==> src/rtl/mdu_pkg.sv <==
// mdu_pkg: shared definitions for the MDU front-end controller.
//   - md_class_e  : E-stage MD instruction class codes (4 bits)
//   - mdu_op_e    : opcodes presented to the iterative MDU (3 bits)
//   - mdu_state_e : controller FSM states
//   - mdu_cmd_t   : one MDU command (opcode plus two operands)
//   - md_to_op()  : class to opcode mapping, MDU_NONE for non-write classes
//   - md_is_wr()  : true for classes that produce an MDU command
package mdu_pkg;

    localparam int unsigned DATA_W = 32;
    localparam int unsigned OP_W   = 3;

    typedef enum logic [3:0] {
        MD_NONE  = 4'd0,
        MD_MULT  = 4'd1,
        MD_MULTU = 4'd2,
        MD_DIV   = 4'd3,
        MD_DIVU  = 4'd4,
        MD_MTHI  = 4'd5,
        MD_MTLO  = 4'd6,
        MD_MFHI  = 4'd7,
        MD_MFLO  = 4'd8
    } md_class_e;

    typedef enum logic [OP_W-1:0] {
        MDU_NONE  = 3'd0,
        MDU_MULT  = 3'd1,
        MDU_MULTU = 3'd2,
        MDU_DIV   = 3'd3,
        MDU_DIVU  = 3'd4,
        MDU_MTHI  = 3'd5,
        MDU_MTLO  = 3'd6
    } mdu_op_e;

    typedef enum logic [1:0] {
        S_IDLE     = 2'd0,
        S_RUN      = 2'd1,
        S_RUN_PEND = 2'd2
    } mdu_state_e;

    typedef struct packed {
        logic [OP_W-1:0]   op;
        logic [DATA_W-1:0] a;
        logic [DATA_W-1:0] b;
    } mdu_cmd_t;

    function automatic logic [OP_W-1:0] md_to_op(input logic [3:0] cls);
        case (cls)
            MD_MULT:  return MDU_MULT;
            MD_MULTU: return MDU_MULTU;
            MD_DIV:   return MDU_DIV;
            MD_DIVU:  return MDU_DIVU;
            MD_MTHI:  return MDU_MTHI;
            MD_MTLO:  return MDU_MTLO;
            default:  return MDU_NONE;
        endcase
    endfunction

    // Read-class (mfhi/mflo) and non-MD codes map to MDU_NONE.
    function automatic logic md_is_wr(input logic [3:0] cls);
        return md_to_op(cls) != MDU_NONE;
    endfunction

endpackage

==> src/rtl/mdu_cmd_reg.sv <==
// mdu_cmd_reg: one-entry MDU command register with load and clear.
//   clk    : clock, rising edge
//   res    : asynchronous active-high reset, clears valid and payload
//   ld     : capture cmd_in and set valid (wins over clr)
//   clr    : drop valid; payload holds its last value
//   cmd_in : command to capture
//   valid  : entry holds a command
//   cmd    : stored command
module mdu_cmd_reg
    import mdu_pkg::*;
(
    input  logic     clk,
    input  logic     res,
    input  logic     ld,
    input  logic     clr,
    input  mdu_cmd_t cmd_in,
    output logic     valid,
    output mdu_cmd_t cmd
);

    logic     valid_q;
    mdu_cmd_t cmd_q;

    always_ff @(posedge clk or posedge res) begin
        if (res) begin
            valid_q <= 1'b0;
            cmd_q   <= '0;
        end else if (ld) begin
            valid_q <= 1'b1;
            cmd_q   <= cmd_in;
        end else if (clr) begin
            valid_q <= 1'b0;
        end
    end

    assign valid = valid_q;
    assign cmd   = cmd_q;

endmodule

==> src/rtl/mdu_ctrl.sv <==
// mdu_ctrl: front end between the E stage and the iterative MDU.
// Issues multiply/divide/mthi/mtlo commands through registered start/op/operands,
// buffers one command while the MDU is occupied, stalls D for MD-class hazards,
// selects HI/LO for mfhi/mflo and counts stalled cycles.
//   clk, res    : clock and asynchronous active-high reset (shared with the MDU)
//   e_md_op     : E-stage MD class (md_class_e)
//   e_rs, e_rt  : forwarded E-stage operands
//   d_md_wr     : D holds mult/multu/div/divu/mthi/mtlo
//   d_md_rd     : D holds mfhi/mflo
//   stall_d     : freeze F/D, bubble into E
//   mdu_start   : one-cycle command pulse to the MDU
//   mdu_op      : MDU opcode (holds when idle)
//   mdu_a/b     : MDU operands (hold when idle)
//   mdu_busy    : MDU busy
//   mdu_hi/lo   : MDU HI/LO registers
//   e_mf_data   : HI for mfhi, LO for mflo, else 0
//   stall_cnt   : wrapping count of cycles with stall_d high
module mdu_ctrl
    import mdu_pkg::*;
#(
    parameter int unsigned CNT_W = 32
) (
    input  logic              clk,
    input  logic              res,
    input  logic [3:0]        e_md_op,
    input  logic [31:0]       e_rs,
    input  logic [31:0]       e_rt,
    input  logic              d_md_wr,
    input  logic              d_md_rd,
    output logic              stall_d,
    output logic              mdu_start,
    output logic [2:0]        mdu_op,
    output logic [31:0]       mdu_a,
    output logic [31:0]       mdu_b,
    input  logic              mdu_busy,
    input  logic [31:0]       mdu_hi,
    input  logic [31:0]       mdu_lo,
    output logic [31:0]       e_mf_data,
    output logic [CNT_W-1:0]  stall_cnt
);

    mdu_state_e       state_q, state_d;
    logic             e_wr;
    logic             free;
    logic             issue_ld;
    logic             issue_valid;
    logic             pend_ld;
    logic             pend_clr;
    logic             pend_valid;
    mdu_cmd_t         e_cmd;
    mdu_cmd_t         issue_src;
    mdu_cmd_t         issue_cmd;
    mdu_cmd_t         pend_cmd;
    logic [CNT_W-1:0] stall_cnt_q;

    assign e_wr = md_is_wr(e_md_op);

    always_comb begin
        e_cmd    = '0;
        e_cmd.op = md_to_op(e_md_op);
        e_cmd.a  = e_rs;
        e_cmd.b  = e_rt;
    end

    // The registered start counts as occupancy: the MDU only raises busy a
    // cycle after it sees start.
    assign free = !issue_valid && !mdu_busy;

    always_comb begin
        state_d   = state_q;
        issue_ld  = 1'b0;
        issue_src = e_cmd;
        pend_ld   = 1'b0;
        pend_clr  = 1'b0;
        case (state_q)
            S_IDLE: begin
                if (e_wr) begin
                    issue_ld = 1'b1;
                    state_d  = S_RUN;
                end
            end
            S_RUN: begin
                if (free) begin
                    if (e_wr) begin
                        issue_ld = 1'b1;
                    end else begin
                        state_d = S_IDLE;
                    end
                end else if (e_wr) begin
                    pend_ld = 1'b1;
                    state_d = S_RUN_PEND;
                end
            end
            S_RUN_PEND: begin
                // D is stalled while pending is full, so E carries no write here.
                if (free) begin
                    issue_ld  = 1'b1;
                    issue_src = pend_cmd;
                    pend_clr  = 1'b1;
                    state_d   = S_RUN;
                end
            end
            default: state_d = S_IDLE;
        endcase
    end

    always_ff @(posedge clk or posedge res) begin
        if (res) begin
            state_q <= S_IDLE;
        end else begin
            state_q <= state_d;
        end
    end

    // Issue register: valid is the start pulse, cleared every cycle it is not
    // reloaded; the payload holds so op/a/b stay stable between commands.
    mdu_cmd_reg u_issue (
        .clk    (clk),
        .res    (res),
        .ld     (issue_ld),
        .clr    (1'b1),
        .cmd_in (issue_src),
        .valid  (issue_valid),
        .cmd    (issue_cmd)
    );

    mdu_cmd_reg u_pend (
        .clk    (clk),
        .res    (res),
        .ld     (pend_ld),
        .clr    (pend_clr),
        .cmd_in (e_cmd),
        .valid  (pend_valid),
        .cmd    (pend_cmd)
    );

    assign mdu_start = issue_valid;
    assign mdu_op    = issue_cmd.op;
    assign mdu_a     = issue_cmd.a;
    assign mdu_b     = issue_cmd.b;

    // Reads wait for every outstanding or in-flight write; writes wait only
    // when they could not be accepted into the one-deep buffer.
    assign stall_d = (d_md_rd && (issue_valid || mdu_busy || pend_valid || e_wr)) ||
                     (d_md_wr && (pend_valid || (e_wr && !free)));

    always_comb begin
        e_mf_data = '0;
        case (e_md_op)
            MD_MFHI: e_mf_data = mdu_hi;
            MD_MFLO: e_mf_data = mdu_lo;
            default: e_mf_data = '0;
        endcase
    end

    always_ff @(posedge clk or posedge res) begin
        if (res) begin
            stall_cnt_q <= '0;
        end else if (stall_d) begin
            stall_cnt_q <= stall_cnt_q + CNT_W'(1);
        end
    end

    assign stall_cnt = stall_cnt_q;

endmodule

==> config.mk <==
export PLATFORM = sky130hd
export DESIGN_NAME = mdu_ctrl
export DESIGN_NICKNAME = d
export VERILOG_FILES = /design/src/rtl/mdu_pkg.sv /design/src/rtl/mdu_cmd_reg.sv /design/src/rtl/mdu_ctrl.sv
export SDC_FILE = /design/constraint.sdc
export NUM_CORES = 1
export LEC_CHECK = 0
export BUFFER_PORTS_ARGS = -buffer_cell sky130_fd_sc_hd__clkbuf_2
export CAP_MARGIN = 25
export CORE_ASPECT_RATIO = 2
export CORE_MARGIN = 8
export CORE_UTILIZATION = 37
export CTS_CLUSTER_SIZE = 10
export DETAILED_ROUTE_END_ITERATION = 8
export GPL_TIMING_DRIVEN = 0
export MAX_ROUTING_LAYER = met4
export PLACE_DENSITY = 0.7
export SYNTH_ARGS = -nofsm -noshare
export SYNTH_HDL_FRONTEND = slang
export SYNTH_SLANG_ARGS = --single-unit
==> constraint.sdc <==
create_clock -name clk -period 13.2 [get_ports clk]
set_input_delay 0 -clock clk [delete_from_list [all_inputs] [get_ports clk]]
set_output_delay 0 -clock clk [all_outputs]
set_load 0.05 [all_outputs]
==> out/qor.csv <==
stage,metric,value,unit
power_and_ir_drop,Int Pwr,0.00135,W
yosys,Synth Area in Compound Gates,9.25,%
sta,final hold violations,0,
yosys,"EDFF count, synth",0,
detailed_routing,vias,6429,
cells_and_area,fill count,1785,
grt,antenna violations before repair,0,
die,IO Count,270,
grt,vias in the first global route,7058,
sta,fmax,0.363,GHz
clocking,clock buffer depth,2,
clocking,clock tree root buffer cell,clkbuf_16,
sta,Rel. slew slack,43.3,%
yosys,"Seq/Total Area, Yosys",56.0,%
placement,Port Buffers,269,
worst_setup_path,critical register-to-register path startpoint,u_issue.valid,
worst_setup_path,top fanout value on the critical path,10,
clocking,"CTS clk-pin slew, worst paths",0.06,ns
worst_setup_path,R2R Setup Slk,10.44,ns
worst_setup_path,CP most frequent cell,buf_1,
detailed_routing,WL/cell,17.9,um
yosys,#FFs+latches synth,170,
worst_setup_path,crit-path cells,o211ai_1 > nand2b_1 > clkbuf_1 > buf_1 > buf_1 > mux2_2,
yosys,top-count cell post-synth,dfrtp_1,
sta,Tmin final,2.76,ns
yosys,Synth top area share,56.0,%
cells_and_area,Nets,1148,
clocking,CTS HTree Levels,4,
detailed_routing,Antenna Violating Nets Remaining,0,
grt,Total GRT Usage,18.9,%
power_and_ir_drop,Peak VDD IR,164,uV
die,die span in y,219,um
clocking,post-CTS setup buffers,0,
worst_setup_path,"slowest stage delay, CP",0.58,ns
worst_setup_path,Crit path arrival time,3.05,ns
sta,final setup margin,10.44,ns
yosys,top post-synthesis cells by area,"dfrtp_1 (56%), mux2_2 (9.8%), mux2i_1 (8.6%), o21ai_0 (4.7%), nand2_1 (3.9%)",
yosys,ys flop type,dfrtp_1,
power_and_ir_drop,switching share of power,44.7,%
detailed_routing,DRC,0,
worst_setup_path,"Buf+Inv Stages, Crit Path",3,
cells_and_area,layout cell share with drive strength beyond 1,37.5,%
grt,first-pass GRT wire length,37.7,mm
detailed_routing,Post-Route WL,23.1,mm
power_and_ir_drop,clock power share,21.4,%
clocking,CTS Sinks,170,
detailed_routing,drt via density,4.99,
cells_and_area,area grow syn2layout,39.9,%
grt,total global routing overflow,0,
yosys,yosys warns,0,
power_and_ir_drop,sequential share of power,36.3,%
sta,Worst Tran Pin Value,0.851,ns
sta,max-slew violations,0,
clocking,CTS tree,yes,
worst_setup_path,WP data required,13.50,ns
sta,endpoints failing setup,0,
yosys,Synth area leader,dfrtp_1,
yosys,"Cell Area, Synth",7600,um2
yosys,post-synthesis xor/xnor area fraction,3.57,%
yosys,asr flop ratio synth,100,%
cells_and_area,Antenna Cells,0,
clocking,Clock Latency Late Sink,0.42,ns
yosys,largest family of logic cells by synthesized area,multiplexers,
sta,hold_ws,0.0221,ns
power_and_ir_drop,LEAKAGE,4.99,nW
yosys,Synth Area in Simple Gates,9.89,%
sta,RSZ-0062 raised after global routing,no,
yosys,mux contribution to synthesized area,18.3,%
worst_setup_path,Top delay family on crit path,buffers and inverters,
sta,final period utilization,20.9,%
power_and_ir_drop,Power Dens Cells,230,nW/um2
detailed_routing,drt initial violations,308,
yosys,commonest cells in the netlist,"dfrtp_1 (170), nand2_1 (80), o21ai_0 (72)",
yosys,Syn Inst Count,650,
die,Core Region,20300,um2
sta,Setup TNS Final,0,ns
worst_hold_path,HP Start,e_md_op[3],
worst_setup_path,crit path launch,u_issue.valid,
yosys,post-synth net total,788,
power_and_ir_drop,Combinational Power Share,42.4,%
placement,Place WS,10.31,ns
grt,pin count of the biggest net entering global routing,93,
yosys,library cells used by synthesis,37,
placement,routability cong.,0.843,
worst_setup_path,CP Launch Type,register,
power_and_ir_drop,NetSw,0.00109,W
job,max_cap viols,0,
detailed_routing,TritonRoute pass-1 iters,4,
worst_hold_path,Hold Path Class,in2reg,
status,run status,"complete, no violations",
placement,dpl hpwl,17.4,mm
die,Initial Util,37.5,%
worst_setup_path,kind of critical path,reg2reg,
die,die width,117,um
worst_setup_path,critical path's slowest cell,buf_1,
die,row cnt,74,
die,Die ar.,25700,um2
yosys,Post-Synth Adder-Cell Area,0.165,%
yosys,Avg Inst Size Synth,11.7,um2
worst_setup_path,crit path capture type,register,
sta,Setup Skew,0.00784,ns
clocking,Num CTS Buffers,17,
[cells by family after synthesis]
group | Yosys count
compound gates | 113
simple gates | 149
flops | 170
buf+inv | 55
xor+xnor | 31
fa+ha+maj | 1
mux | 131
[metrics by stage]
stage                     util (%)  instance area (um2)  cells  power [W]
after floorplan                  -                 7600    650    0.00162
after global placement        45.8                 9280   1185    0.00190
after detailed placement      46.0                 9320   1187    0.00193
after CTS                     52.4                10600   1288    0.00248
after global routing          52.5                10600   1289    0.00258
final                         52.5                10600   1289    0.00245
[tightest hold or removal path, stage by stage]
cell and delay [ns]:
clkbuf_2 0.14, nand3b_1 0.15, o21ai_0 0.09
[cells in the final DEF, fill, tap and decap left out, types with 3 or more instances in the layout]
| master | n |
|---|---|
| a21oi_1 | 3 |
| a22o_1 | 32 |
| buf_1 | 7 |
| bufinv_16 | 3 |
| clkbuf_1 | 35 |
| clkbuf_16 | 17 |
| clkbuf_2 | 270 |
| clkinv_4 | 3 |
| dfrtp_1 | 170 |
| dlygate4sd3_1 | 69 |
| inv_1 | 11 |
| inv_6 | 4 |
| mux2_2 | 66 |
| mux2i_1 | 65 |
| nand2_1 | 80 |
| nand3_1 | 14 |
| nand4_1 | 4 |
| nor2_1 | 8 |
| nor3_1 | 13 |
| nor4_1 | 8 |
| nor4_2 | 7 |
| o21ai_0 | 72 |
| xnor2_1 | 7 |
| xor2_1 | 24 |
[final timing paths]
kind                              endpoint  cells past startpoint
min in group asynchronous  u_issue.cmd[45]                      3
max reg2reg                 u_pend.cmd[64]                      6
max                         u_pend.cmd[64]                      6
min reg2reg                  stall_cnt[31]                      1
min                         u_pend.cmd[66]                      3
max in group asynchronous    stall_cnt[15]                      4
[sequential cells by signal, indices dropped and copies added, names as in the netlist]
register / cells
state_q: 2
u_pend.valid: 1
u_issue.valid: 1
u_issue.cmd: 67
stall_cnt: 32
u_pend.cmd: 67
[cell type report]
type / count / area [um2] / share of cell area (%)
buffer: 43 / 170 / 1.60
clock inverter: 12 / 161 / 1.52
sequential: 170 / 4250 / 40.0
timing repair buffer: 341 / 2080 / 19.5
tap: 266 / 333 / 3.13
clock buffer: 20 / 457 / 4.29
inverter: 12 / 52.6 / 0.494
multi-input combinational: 425 / 3130 / 29.5
[layer usage]
metal  vias to the layer above  track usage, %  wire [um]
li1                       3029               -          -
met1                      3215            20.2       8980
met2                       148            33.7      12700
met3                        37            3.15        782
met4                         0            8.05        644
met5                         -               -          0
[power by group through the flow]
stage                     clock network (W)  registers (W)  logic [W]
after floorplan                           0        0.00128   0.000341
after global placement                    0       0.000886    0.00101
after detailed placement                  0       0.000895    0.00103
after CTS                          0.000539       0.000886    0.00105
after global routing               0.000553       0.000918    0.00111
final                              0.000523       0.000887    0.00104
[timing repair]
item	CTS	global route
resized for setup	0	0
hold buffers	69	0
endpoints found under the hold margin	209	0
No activity file was read; power rests on OpenSTA's default activity.
